**config.mk**
```make
export PLATFORM = sky130hd
export DESIGN_NAME = audio_freq_meter
export DESIGN_NICKNAME = d
export VERILOG_FILES = /design/src/rtl/audio_freq_meter.sv
export SDC_FILE = /design/constraint.sdc
export NUM_CORES = 1
export LEC_CHECK = 0
export CELL_PAD_IN_SITES_DETAIL_PLACEMENT = 2
export CELL_PAD_IN_SITES_GLOBAL_PLACEMENT = 2
export CORE_AREA = 2 2 103 95
export CTS_BUF_LIST = sky130_fd_sc_hd__clkbuf_2
export CTS_CLUSTER_SIZE = 12
export DETAILED_ROUTE_END_ITERATION = 10
export DIE_AREA = 0 0 105 97
export PLACE_DENSITY = 0.87
export SYNTH_ARGS = -nofsm -noshare
export SYNTH_HDL_FRONTEND = slang
export SYNTH_SLANG_ARGS = --single-unit
```
**constraint.sdc**
```tcl
create_clock -name clk_i -period 2.17 [get_ports clk_i]
set_input_delay 0.217 -clock clk_i [delete_from_list [all_inputs] [get_ports clk_i]]
set_output_delay 0.217 -clock clk_i [all_outputs]
set_load 0.05 [all_outputs]
```
**src/rtl/audio_freq_meter.sv**
```systemverilog
// Audio frequency meter: counts rising midpoint crossings of an 8-bit sample
// stream, with hysteresis, over a fixed gate window and publishes the count.
module audio_freq_meter #(
  parameter int unsigned GATE_CYCLES = 50_000_000,
  parameter logic [7:0]  MID         = 8'd128,
  parameter logic [7:0]  HYST        = 8'd8,
  parameter int unsigned COUNT_W     = 16
) (
  input  logic               clk_i,
  input  logic               rst_i,
  input  logic               sample_valid_i,
  input  logic [7:0]         sample_i,
  output logic [COUNT_W-1:0] freq_o,
  output logic               freq_valid_o,
  output logic               signal_present_o
);

  localparam int unsigned       GATE_W    = (GATE_CYCLES > 1) ? $clog2(GATE_CYCLES) : 1;
  localparam logic [GATE_W-1:0] GATE_LAST = GATE_W'(GATE_CYCLES - 1);
  localparam logic [8:0]        HI_THR    = {1'b0, MID} + {1'b0, HYST};
  localparam logic [8:0]        LO_THR    = {1'b0, MID} - {1'b0, HYST};
  localparam logic [COUNT_W:0]  CROSS_MAX = '1;
  localparam logic [COUNT_W-1:0] FREQ_SAT = '1;

  typedef enum logic [1:0] {LVL_UNKNOWN, LVL_LOW, LVL_HIGH} level_e;

  level_e              level_q, level_d;
  logic [GATE_W-1:0]   gateCnt_q, gateCnt_d;
  logic [COUNT_W:0]    crossCnt_q, crossCnt_d;
  logic [COUNT_W-1:0]  freq_q, freq_d;
  logic                freqValid_q, freqValid_d;
  logic                present_q, present_d;

  logic                sampleHigh;
  logic                sampleLow;
  logic                edgeNow;
  logic                terminal;
  logic [COUNT_W:0]    crossInc;

  always_comb begin
    sampleHigh = {1'b0, sample_i} > HI_THR;
    sampleLow  = {1'b0, sample_i} < LO_THR;
    edgeNow    = sample_valid_i && (level_q == LVL_LOW) && sampleHigh;
    terminal   = (gateCnt_q == GATE_LAST);
    crossInc   = (crossCnt_q == CROSS_MAX) ? crossCnt_q
                                           : crossCnt_q + (COUNT_W+1)'(edgeNow);

    // Samples inside the hysteresis band (boundaries included) hold the level.
    level_d = level_q;
    if (sample_valid_i) begin
      if (sampleHigh) begin
        level_d = LVL_HIGH;
      end else if (sampleLow) begin
        level_d = LVL_LOW;
      end
    end

    gateCnt_d   = terminal ? '0 : gateCnt_q + GATE_W'(1);
    crossCnt_d  = crossInc;
    freq_d      = freq_q;
    present_d   = present_q;
    freqValid_d = terminal;

    // An edge in the terminal cycle is already folded into crossInc, so it
    // belongs to the closing window; the level is kept across the boundary.
    if (terminal) begin
      crossCnt_d = '0;
      freq_d     = (crossInc > {1'b0, FREQ_SAT}) ? FREQ_SAT : crossInc[COUNT_W-1:0];
      present_d  = (crossInc != '0);
    end
  end

  always_ff @(posedge clk_i) begin
    if (rst_i) begin
      level_q     <= LVL_UNKNOWN;
      gateCnt_q   <= '0;
      crossCnt_q  <= '0;
      freq_q      <= '0;
      freqValid_q <= 1'b0;
      present_q   <= 1'b0;
    end else begin
      level_q     <= level_d;
      gateCnt_q   <= gateCnt_d;
      crossCnt_q  <= crossCnt_d;
      freq_q      <= freq_d;
      freqValid_q <= freqValid_d;
      present_q   <= present_d;
    end
  end

  assign freq_o           = freq_q;
  assign freq_valid_o     = freqValid_q;
  assign signal_present_o = present_q;

endmodule
```
# --- Yosys cells after proc, flatten, opt, wreduce, memory -nomap -nowiden ---
# Index checks and enable logic that the tools add are counted.
op_classes:
  eq_ne: 3
  bitwise: 0
  magnitude_cmp: 3
  muxes: 4
  n_mul: 0
  n_addsub: 2
  reduce_logical: 6
  shift: 0
  div_mod_pow: 0
op_table:
  columns: ["op", "n"]
  rows:
  - ["26-bit by 1-bit adder with 26-bit output, second input constant", 1]
  - ["26-bit == test, second input constant", 1]
  - ["17-bit by 1-bit adder with 17-bit output", 1]
  - ["17-bit == test, second input constant", 1]
  - ["17-bit by 16-bit > comparator with 1-bit output, second input constant", 1]
  - ["17-bit two-way mux", 1]
  - ["17-bit nonzero test", 1]
  - ["16-bit two-way mux", 1]
  - ["8-bit > comparator, second input constant", 1]
  - ["8-bit by 7-bit < comparator with 1-bit output, second input constant", 1]
  - ["2-bit two-way mux", 2]
  - ["2-bit by 1-bit == test with 1-bit output, second input constant", 1]
  - ["1-bit logical AND", 2]
  - ["2-bit AND reduction", 1]
  - ["2-bit nonzero test", 1]
  - ["2-bit OR reduction", 1]
word_totals:
  ram_bits: 0
  ff_bits: 63
  input_bits: 11
  output_inout_bits: 18
  elab_cells: 24
  latch_bits: 0
  memories: 0
  mem_bits_ro: 0

# --- Logic depth before layout (Yosys ltp) ---
logic_depth:
  ltp_word: 7
  mapped_depth: 14
  mapped_depth_nobuf: 13

# --- Worst setup path after synthesis ---
# OpenSTA, ideal clock, no wires.
synth_timing:
  path_kind: "in2reg"
  startpoint: "input port sample_i[0]"
  endpoint: "register freq_q[5], in the netlist freq_o[5]"
  path_stages: 14
  setup_time_ps: 127
  slack_ps: -199
  path_buffers: 2
  arrival_time_ps: 2242
  cell_sequence: "o31ai_1 > nand2_1 > nand3_1 > nor3b_1 > ha_1 > ha_1 > nand3_1 > nor2_1 > nand4_1 > xor2_1 > and3_1 > buf_2 > buf_6 > a21oi_1"
synth_between:
  elab_chain_len: 6
synth_rtl:
  columns: ["item", "line_no", "text"]
  rows:
  - ["start, declared", "12", "input logic [7:0] sample_i,"]
  - ["8-bit > comparator *", "41", "sampleHigh = {1'b0, sample_i} > HI_THR;"]
  - ["1-bit logical AND *", "43", "edgeNow = sample_valid_i && (level_q == LVL_LOW) && sampleHigh;"]
  - ["17-bit by 1-bit adder with 17-bit output *", "46", ": crossCnt_q + (COUNT_W+1)'(edgeNow);"]
  - ["17-bit two-way mux *", "45", "crossInc = (crossCnt_q == CROSS_MAX) ? crossCnt_q"]
  - ["17-bit by 16-bit > comparator with 1-bit output", "68", "freq_d = (crossInc > {1'b0, FREQ_SAT}) ? FREQ_SAT : crossInc[COUNT_W-1:0];"]
  - ["16-bit two-way mux *", "68", null]
  - ["end signal, assigned", "85", "freq_q <= freq_d;"]
  - ["end, declared", "30", "logic [COUNT_W-1:0] freq_q, freq_d;"]
# Every way passes the cells marked *; elsewhere a longest branch is shown, timed or not.
# A chain may end at the register's enable or synchronous reset.

# --- Worst setup path after layout ---
layout_timing:
  startpoint: "register level_q[0]"
  endpoint: "register present_q, in the netlist signal_present_o"
layout_between:
  elab_chain_len: 6
layout_rtl:
  columns: ["item", "line_no", "text"]
  rows:
  - ["start, declared", "27", "level_e level_q, level_d;"]
  - ["start signal, assigned", "82", "level_q <= level_d;"]
  - ["2-bit by 1-bit == test with 1-bit output", "43", null]
  - ["1-bit logical AND (2 in a row)", "43", null]
  - ["17-bit by 1-bit adder with 17-bit output", "46", null]
  - ["17-bit two-way mux", "45", null]
  - ["17-bit nonzero test", "69", "present_d = (crossInc != '0);"]
  - ["end signal, assigned", "87", "present_q <= present_d;"]
  - ["end, declared", "32", "logic present_q, present_d;"]
# No other way between the ends.

==> results.py <==
metrics = {
    "status": {
        "status": "complete, but fails checks",
        "violations": "negative setup slack",
    },
    "routing": {
        "vias_per_cell": 5.33,
        "vias": 2860,
        "first_pass_iters": 4,
        "drt-initial-drc-count": 123,
        "routedWlPerCell_um": 24.2,
        "ant_nets": 0,
        "drc": 0,
        "routed_wl_um": 13000,
    },
    "worst_setup_path": {
        "crit_chain": "nor3b_4 > ha_4 > buf_4 > nand4_1 > nor2_1 > buf_4 > buf_12 > nand3_4 > mux2i_2 > nand3_1 > nor3_2 > a21oi_1",
        "cp.arrival_ps": 2950,
        "path_delay_family": "simple AND/OR/NAND/NOR gates",
        "cp.required_ps": 2620,
        "r2r-end": "signal_present_o",
        "slowest_delay_ps": 420,
        "critPathKind": "reg2reg",
        "path_common_cell": "buf_4",
        "critPathSlowestCell": "dfxtp_2",
        "crit_fanout": 3,
        "r2r_cells": 12,
        "crit_path_start_kind": "flop",
        "crit_path_end_kind": "flop",
        "r2r_slack_ps": -330,
        "timing.rr.start": "level_q[0]",
        "path_buf_inv": 3,
    },
    "pwr": {
        "power_density_nw_per_um2": 544,
        "p_leak_nw": 1.60,
        "p_comb_frac": 0.049,
        "p_clk_frac": 0.433,
        "power_frac_seq": 0.518,
        "vdd_ir_drop_max_uv": 363,
        "p_int_mw": 1.71,
        "netSwitchingFraction": 0.248,
        "power_switching_mw": 0.565,
    },
    "finish": {
        "drive_gt1_frac": 0.347,
        "regArea_um2": 1270,
        "multi_input_area_um2": 1780,
        "nFillCells": 969,
        "area_growth_pct": 47.1,
        "diodes": 0,
        "fin_area_um2": 4180,
        "final_net_count": 424,
    },
    "placement": {
        "place_area_um2": 3520,
        "port_buffers": 28,
        "globalplace.congestion": 0.827,
        "place_ws_ps": -822,
        "dp_hpwl_um": 7060,
    },
    "global_routing": {
        "grt_pass1_wl_um": 19600,
        "antenna_found_initial": 0,
        "grt_pass1_vias": 3299,
        "grt_max_degree": 27,
        "grt_use_total": 0.252,
        "grt_overflow": 0,
    },
    "clock_tree": {
        "htreeDepth": 3,
        "cts_buffers": 9,
        "cts_buffer_depth": 2,
        "path_clk_slew_ps": 210,
        "clkSinkCount": 63,
        "tritoncts": "done",
        "clk_latency_ps": 550,
        "clockRootBuffer": "clkbuf_2",
    },
    "synth": {
        "synth_edf_count": 0,
        "postSynthCellCount": 325,
        "yosysTopAreaCell": "dfxtp_1",
        "syn_nets": 339,
        "postSynthAreaPerCell_um2": 8.75,
        "synth_area_leaders": "dfxtp_1 44%, xor2_1 7.4%, nor2_1 7.3%",
        "ys_types": 48,
        "ys_seq_area_frac": 0.444,
        "synth-seq-cells": 63,
        "netlist.area_leader.share": 0.444,
        "yosysWarnings": 0,
        "syn_area_um2": 2840,
        "synthFlopType": "dfxtp_1",
        "async_reset_ff_frac": 0,
    },
    "sta": {
        "setup_viol": 24,
        "finalClockSkew_ps": 41.7,
        "fin_ws_ps": -331,
        "slew_viol_final": 0,
        "max_slew_margin": 0.625,
        "holdWs_ps": 215,
        "max_freq_ghz": 0.400,
        "hold_violations": 0,
        "worst_pin_slew_ps": 561,
        "post-route-period-util": 1.15,
        "rsz0062_at_grt": "yes",
        "min_period_ps": 2500,
        "tns_ps": -4420,
    },
    "worst_hold_path": {
        "hp-start": "sample_i[3]",
        "whs_path_depth": 4,
        "holdPathEnd": "level_q[0]",
        "hold_path_class": "in2reg",
    },
    "die": {
        "die_y_um": 97,
        "coreArea_um2": 9000,
        "ios": 29,
        "start_util": 0.316,
        "dieArea_um2": 10200,
        "fp.dieW_um": 105,
        "rows": 33,
    },
    "flow_run": {
        "drv_cap": 0,
    },
}
how the worst max path moves through the flow:
stage,from,to,depth (start not counted)
floorplan,sample_i[0],freq_o[5],14
global placement,sample_i[3],signal_present_o,13
detailed placement,sample_i[3],signal_present_o,14
CTS,level_q[0],signal_present_o,10
global route,level_q[0],signal_present_o,12
finish,level_q[0],signal_present_o,12
layout by cell type, fill, tap and decap left out, types with 8 or more instances in the layout:
cell type | Yosys | routed
and3_1 | 10 | 8
dfxtp_1 | 63 | 56
clkbuf_2 | 1 | 10
buf_4 | 1 | 53
o21bai_1 | 15 | 15
xor2_1 | 24 | 20
nand3_1 | 19 | 15
nand2_1 | 24 | 22
nand4_1 | 12 | 12
nor2_1 | 55 | 45
clkdlybuf4s50_1 | 0 | 19
a21oi_2 | 4 | 15
layout make-up:
type,count,area share
Clock buffer,9,0.0108
Sequential cell,63,0.304
Inverter,5,0.00449
Tap cell,122,0.0365
Multi-Input combinational cell,242,0.427
Clock inverter,7,0.0266
Timing Repair Buffer,89,0.191
synth_stat cells, types with 2 or more instances:
cell,n
a211oi_1,2
a21oi_1,19
a21oi_2,4
and3_1,10
and4_1,4
buf_2,7
buf_6,3
clkbuf_1,3
dfxtp_1,63
ha_1,3
inv_1,5
mux2i_1,3
nand2_1,24
nand3_1,19
nand4_1,12
nor2_1,55
nor3_1,6
nor3b_1,2
o21ai_0,5
o21bai_1,15
or3_1,2
or4_1,2
xnor2_1,9
xor2_1,24
through the flow:
stage / total power [mW] / std cells / util
after global placement: 1.26 / 497 / 0.391
after floorplan: 1.23 / 325 / -
after global routing: 2.34 / 537 / 0.465
after CTS: 2.24 / 534 / 0.438
final: 2.27 / 537 / 0.465
after detailed placement: 1.27 / 497 / 0.391
power by group through the flow:
stage                     Clock, mW  Sequential (mW)  Combinational (mW)
after floorplan                   0             1.19              0.0363
after global placement            0             1.20              0.0688
after detailed placement          0             1.20              0.0728
after CTS                     0.972             1.18              0.0941
after global routing           1.05             1.18               0.118
final                         0.985             1.18               0.112
metal layers:
layer	up-vias	global-route usage	part of all wire
met5	-	0	0
met4	0	0.132	0.040
met3	36	0.0478	0.029
met2	74	0.465	0.54
met1	1455	0.271	0.39
li1	1295	-	-
worst reg2reg max path, delay by kind of cell, from the launching register on:
kind	cells	cell delay, ps
AO/OA/AOI/OAI	1	80
multiplexers	1	240
flip-flops	1	420
adder cells (fa/ha/maj)	1	210
AND/OR/NAND/NOR	6	1050
buffers and inverters	3	410
state kept, by name (all words and copies together) (netlist names):
name,cells
freq_o,16
signal_present_o,1
level_q,2
freq_valid_o,1
gateCnt_q,26
crossCnt_q,17
cells by family after synthesis:
family | count (synthesis) | share of synthesized area
fa+ha+maj | 3 | 0.0132
simple gates | 149 | 0.267
flops | 63 | 0.444
mux | 3 | 0.0106
xor+xnor | 33 | 0.102
compound gates | 54 | 0.125
buf+inv | 20 | 0.0392
repair_timing:
| item | in CTS | in global routing |
|---|---|---|
| gates resized for setup | 37 | 51 |
| pin swaps | 23 | 17 |
| buffers inserted | 21 | 4 |
| hold buffers | 0 | 0 |
| setup endpoints to repair | 22 | 54 |
| gates cloned | 0 | 1 |
Power figures use the tool's default switching activity.
==> variant 1: new RTL, config.mk and constraints unchanged <==
The parameter `COUNT_W` goes from 16 to 18.
--- a/src/rtl/audio_freq_meter.sv
+++ b/src/rtl/audio_freq_meter.sv
@@ -4,7 +4,7 @@
   parameter int unsigned GATE_CYCLES = 50_000_000,
   parameter logic [7:0]  MID         = 8'd128,
   parameter logic [7:0]  HYST        = 8'd8,
-  parameter int unsigned COUNT_W     = 16
+  parameter int unsigned COUNT_W     = 18
 ) (
   input  logic               clk_i,
   input  logic               rst_i,
Interface: changed (resized freq_o); port bits go from 29 to 31. The function was not compared with the original's and may differ.
==> variant 1 against the unedited design <==
The run still ends with setup timing left; highest routed layer unchanged; utilization up 6.2 points; cell area up 13%; area after synthesis grew 7.0%; sequential cell count rose by 4; fmax decreased by 3.8%; critical path type unchanged; largest cell class unchanged; critical path depth is 4 lower; count of clock-buffer cells in the layout up 1; total power is 0.16% higher; worst setup slack got worse by 0.10 ns; clock power fell by 5.5%; wire length is 32% higher; sequential share of layout area down 1.8 points; largest power group unchanged; non-clock buffer count up 25.
==> variant 1: results (changes against the unedited design) <==
clocking:
  ctsHtreeMaxLevel: 3  # unchanged
  numCtsBuffers: 9  # unchanged
  cts_buffer_depth: 2  # unchanged
  root_buffer: "clkbuf_2"
  clkSlewWorstSetupHoldPaths_ns: 0.28  # +0.07 ns
  clock_latency_ns: 0.61  # +0.06 ns
timing:
  worst_pin_slew_ns: 0.557  # -0.00408 ns
  setup_viol: 31  # +29%
  fin_skew_ns: 0.0658  # +0.0241 ns
  timing.hold.ws_ns: 0.233  # +0.0180 ns
  layout_setup_ws_ns: -0.431  # -0.0995 ns
power:
  p_leak_nw: 1.71  # +7.1%
  irDropWorstVdd_v: 0.000288  # -21%
place:
  dp_hpwl_um: 8470  # +20%
  place_congestion: 0.820  # -0.82%
  place_inst: 553  # +11%
  numPortBuffers: 30  # +7.1%
status:
  status: "finished with violations"
  violations: "setup timing"
layout:
  drive_above_1_share: 0.389  # +0.0419
  regMostFlops: "gateCnt_q"
  largest_reg_flops: 26  # unchanged
  nets: 477  # +13%
global_routing:
  grt.total_usage: 0.296  # +0.0433
  grt_max_degree: 29  # +7.4%
  grt_pass1_vias: 3831  # +16%
  grt_pass1_wl_um: 22800  # +16%
  overflow: 0  # unchanged
  grt_antenna_before_repair: 1  # +1
critical_path:
  path_max_fanout: 3  # unchanged
  crit_arrival_ns: 3.15  # +0.20 ns
synthesis:
  syn_area_per_cell_um2: 8.52  # -2.6%
  synthFlopType: "dfxtp_1"
  ys_seq_area_frac: 0.441  # -0.00251
  yosys_warnings: 0  # unchanged
  ys_top_cells_by_area: "dfxtp_1, nor2_1, a311oi_1"
  synth_nets: 371  # +9.4%
  async_flop_share: 0  # unchanged
  synth_cell_types: 48  # unchanged
  yosys-top-cells-count: "nor2_1, dfxtp_1, nand2_1, nand4_1"
route:
  firstDrtPassIters: 5  # +1
  drt_iter0_markers: 224  # +82%
  via_per_inst: 5.98  # +12%
  routedWlPerCell_um: 29.1  # +20%
  vias: 3535  # +24%
worst_hold_path:
  hold_path_class: "primary input to flop"
variant 1: area by class of cell:
type                       count  area (um^2)
sequential                    67         1350
timing repair buffer         114         1060
clock inverter                 6         88.8
antenna                        1         2.50
clock buffer                  10         50.0
multi-input combinational    265         2010
inverter                       6         22.5
tap                          122          153
fill                         954         4260
variant 1: per-stage QoR:
stage / util / instance area, um^2 / power [mW] / TNS (ns) / worst slack [ns]
after floorplan: - / 3070 / 1.31 / -0.0377 / -0.0377
after CTS: 0.490 / 4410 / 2.22 / -0.311 / -0.140
after detailed placement: 0.439 / 3950 / 1.35 / -23.36 / -0.870
final: 0.527 / 4740 / 2.28 / -5.34 / -0.431
after global routing: 0.527 / 4740 / 2.35 / -5.64 / -0.417
after global placement: 0.439 / 3950 / 1.34 / -13.18 / -0.626
variant 1: logic make-up (layout without fill, tap and decap cells):
logic type,after synthesis,after routing,synth area share
buffers and inverters,25,136,0.0387
AO/OA/AOI/OAI,57,57,0.132
multiplexers,2,2,0.00658
adder cells (fa/ha/maj),3,3,0.0123
AND/OR/NAND/NOR,176,176,0.291
XOR/XNOR,27,27,0.0778
flip-flops,67,67,0.441
other,0,1,0
variant 1: worst max-delay path: stages, from the launching register on:
cell	delay [ns]
dfxtp_1	0.57
nand4_1	0.30
nor4_4	0.41
buf_4	0.19
nor4_4	0.05
buf_4	0.16
a2111oi_4	0.29
nand4_1	0.21
o31a_1	0.35
variant 1: metal layers:
layer / vias up / track usage / part of all wire
li1: 1491 / - / -
met1: 1773 / 0.330 / 0.39
met5: - / 0 / 0
met3: 87 / 0.0761 / 0.056
met4: 0 / 0.136 / 0.064
met2: 184 / 0.523 / 0.49
variant 1: worst paths after layout:
check | end | from | cells after the start
worst min register to register | gateCnt_q[0] | gateCnt_q[0] | 1
worst min-delay path | level_q[0] | sample_i[6] | 4
worst max register to register | signal_present_o | crossCnt_q[0] | 8
worst max-delay path | signal_present_o | crossCnt_q[0] | 8
variant 1: repair_timing:
| item | CTS | global route |
|---|---|---|
| gates cloned | 2 | 1 |
| setup endpoints to repair | 62 | 50 |
| gates resized for setup | 52 | 54 |
| pin swaps | 23 | 35 |
| setup buffers | 12 | 7 |
variant 1: report_power, final:
group	internal, mW	total, mW	switching [mW]	leakage, nW
sequential	1.24	1.25	0.00821	0.545
clock	0.389	0.931	0.542	0.0802
combinational	0.0410	0.0968	0.0558	1.09
total	1.67	2.28	0.606	1.71
==> variant 2: new RTL, config.mk and constraints unchanged <==
Without the edit above. Register the output `freq_o` once more, with the module's reset; this adds one clock of latency there. The other outputs are not delayed to match.
--- a/src/rtl/audio_freq_meter.sv
+++ b/src/rtl/audio_freq_meter.sv
@@ -88,7 +88,13 @@
     end
   end
 
-  assign freq_o           = freq_q;
+  always_ff @(posedge clk_i) begin
+    if (rst_i) begin
+      freq_o <= '0;
+    end else begin
+      freq_o <= freq_q;
+    end
+  end
   assign freq_valid_o     = freqValid_q;
   assign signal_present_o = present_q;
 
Behaviour: no difference found for any inputs over 10 cycles, from zero or initial values and one cycle with rst_i high; that may be too few to reach the edited logic, so the function may still have changed.
==> variant 2 against the unedited design <==
The flow still finishes with violations (setup timing); cell area rose by 10%; total power rose by 7.1%; sequential cell count rose by 16; worst setup slack got worse by 0.24 ns; wire length rose by 49%; first-iteration DRC count rose by 150%; die area did not move; area after synthesis rose by 15%.
==> variant 2: results (changes against the unedited design) <==
timing:
  layout_setup_ws_ns: -0.569  # -0.238 ns
  fin_skew_ns: 0.0664  # +0.0247 ns
  setup_viol: 55  # +130%
  relSlewSlack: 0.623  # -0.00180
clocking:
  clkSlewWorstSetupHoldPaths_ns: 0.29  # +0.08 ns
layout:
  fill_cells: 928  # -4.2%
  nets: 447  # +5.4%
  drive_above_1_share: 0.334  # -0.0129
synthesis:
  synth_cell_types: 46  # -4.2%
  ys_top_cells_by_area: "dfxtp_1, nor2_1, xnor2_1"
  ys_seq_area_frac: 0.482  # +0.0388
  yosys-top-cells-count: "dfxtp_1, nor2_1, nand2_1, xnor2_1, xor2_1"
  synth_nets: 368  # +8.6%
status:
  violations: "setup timing"
  status: "finished with violations"
critical_path:
  path_max_fanout: 5  # +2
  crit_arrival_ns: 3.28  # +0.33 ns
  critPathTopFamily: "compound AO/OA/AOI/OAI gates"
place:
  dp_hpwl_um: 8340  # +18%
  preCtsSetupSlack_ns: -0.939  # -0.117 ns
route:
  firstDrtPassIters: 5  # +1
  routedWlPerCell_um: 34.5  # +43%
  drt_iter0_markers: 302  # +150%
power:
  switching_power_uw: 678  # +20%
  irDropWorstVdd_v: 0.000379  # +4.3%
  p_leak_nw: 1.64  # +2.6%
global_routing:
  grt.total_usage: 0.303  # +0.0507
  grt_pass1_vias: 3572  # +8.3%
  grt_antenna_before_repair: 2  # +2
## variant 2: final timing paths
check | cells after the start | to | slack [ns]
setup / recovery | 10 | signal_present_o | -0.57
hold / removal | 4 | level_q[0] | 0.16
setup reg to reg | 10 | signal_present_o | -0.57
hold reg to reg | 1 | gateCnt_q[0] | 0.47
## variant 2: power groups by stage
stage / Clock (mW) / Sequential [mW] / Combinational [mW]
6_report: 0.863 / 1.47 / 0.0989
5_1_grt: 0.930 / 1.48 / 0.102
4_1_cts: 0.825 / 1.47 / 0.0876
3_5_place_dp: 0 / 1.50 / 0.0852
3_3_place_gp: 0 / 1.50 / 0.0775
2_1_floorplan: 0 / 1.49 / 0.0401
## variant 2: logic make-up after synthesis
family,after synthesis,share of synthesized area
and+or+nand+nor,172,0.273
adders and majority gates,3,0.0115
AOI/OAI and AO/OA,43,0.0985
xor gates and xnor gates,34,0.0908
buffers and inverters,22,0.0401
DFF,79,0.482
muxes,1,0.00343
## variant 2: per-stage QoR
stage | total power [mW] | area [um^2] | setup TNS (ns) | cells
after floorplan | 1.53 | 3320 | -0.210 | 354
after global placement | 1.57 | 3940 | -15.85 | 523
after detailed placement | 1.58 | 3940 | -23.74 | 523
after CTS | 2.38 | 4230 | -3.56 | 549
after global routing | 2.51 | 4620 | -11.50 | 561
final | 2.43 | 4620 | -8.30 | 561
## variant 2: timing repair
item | in CTS | in global routing
resized for setup | 33 | 61
cloned | 1 | 0
pin swaps | 9 | 22
setup buffers | 10 | 10
setup endpoints to repair | 43 | 58
## variant 2: tightest hold or removal path: cells and delay by family
family,cells,cell delay [ns]
compound gates,1,0.09
buf+inv,1,0.22
simple gates,2,0.30
## variant 2: cell type report
| type | count | share of cell area |
|---|---|---|
| Antenna cell | 2 | 0.00108 |
| Clock buffer | 9 | 0.00976 |
| Clock inverter | 6 | 0.0130 |
| Inverter | 5 | 0.00407 |
| Multi-Input combinational cell | 253 | 0.427 |
| Sequential cell | 79 | 0.346 |
| Tap cell | 122 | 0.0331 |
| Timing Repair Buffer | 85 | 0.166 |
## variant 2: per-layer routing
layer,global-route usage,routed length [um]
met1,0.360,7440
met2,0.520,9240
met3,0.0485,1510
met4,0.167,1200
met5,0,0
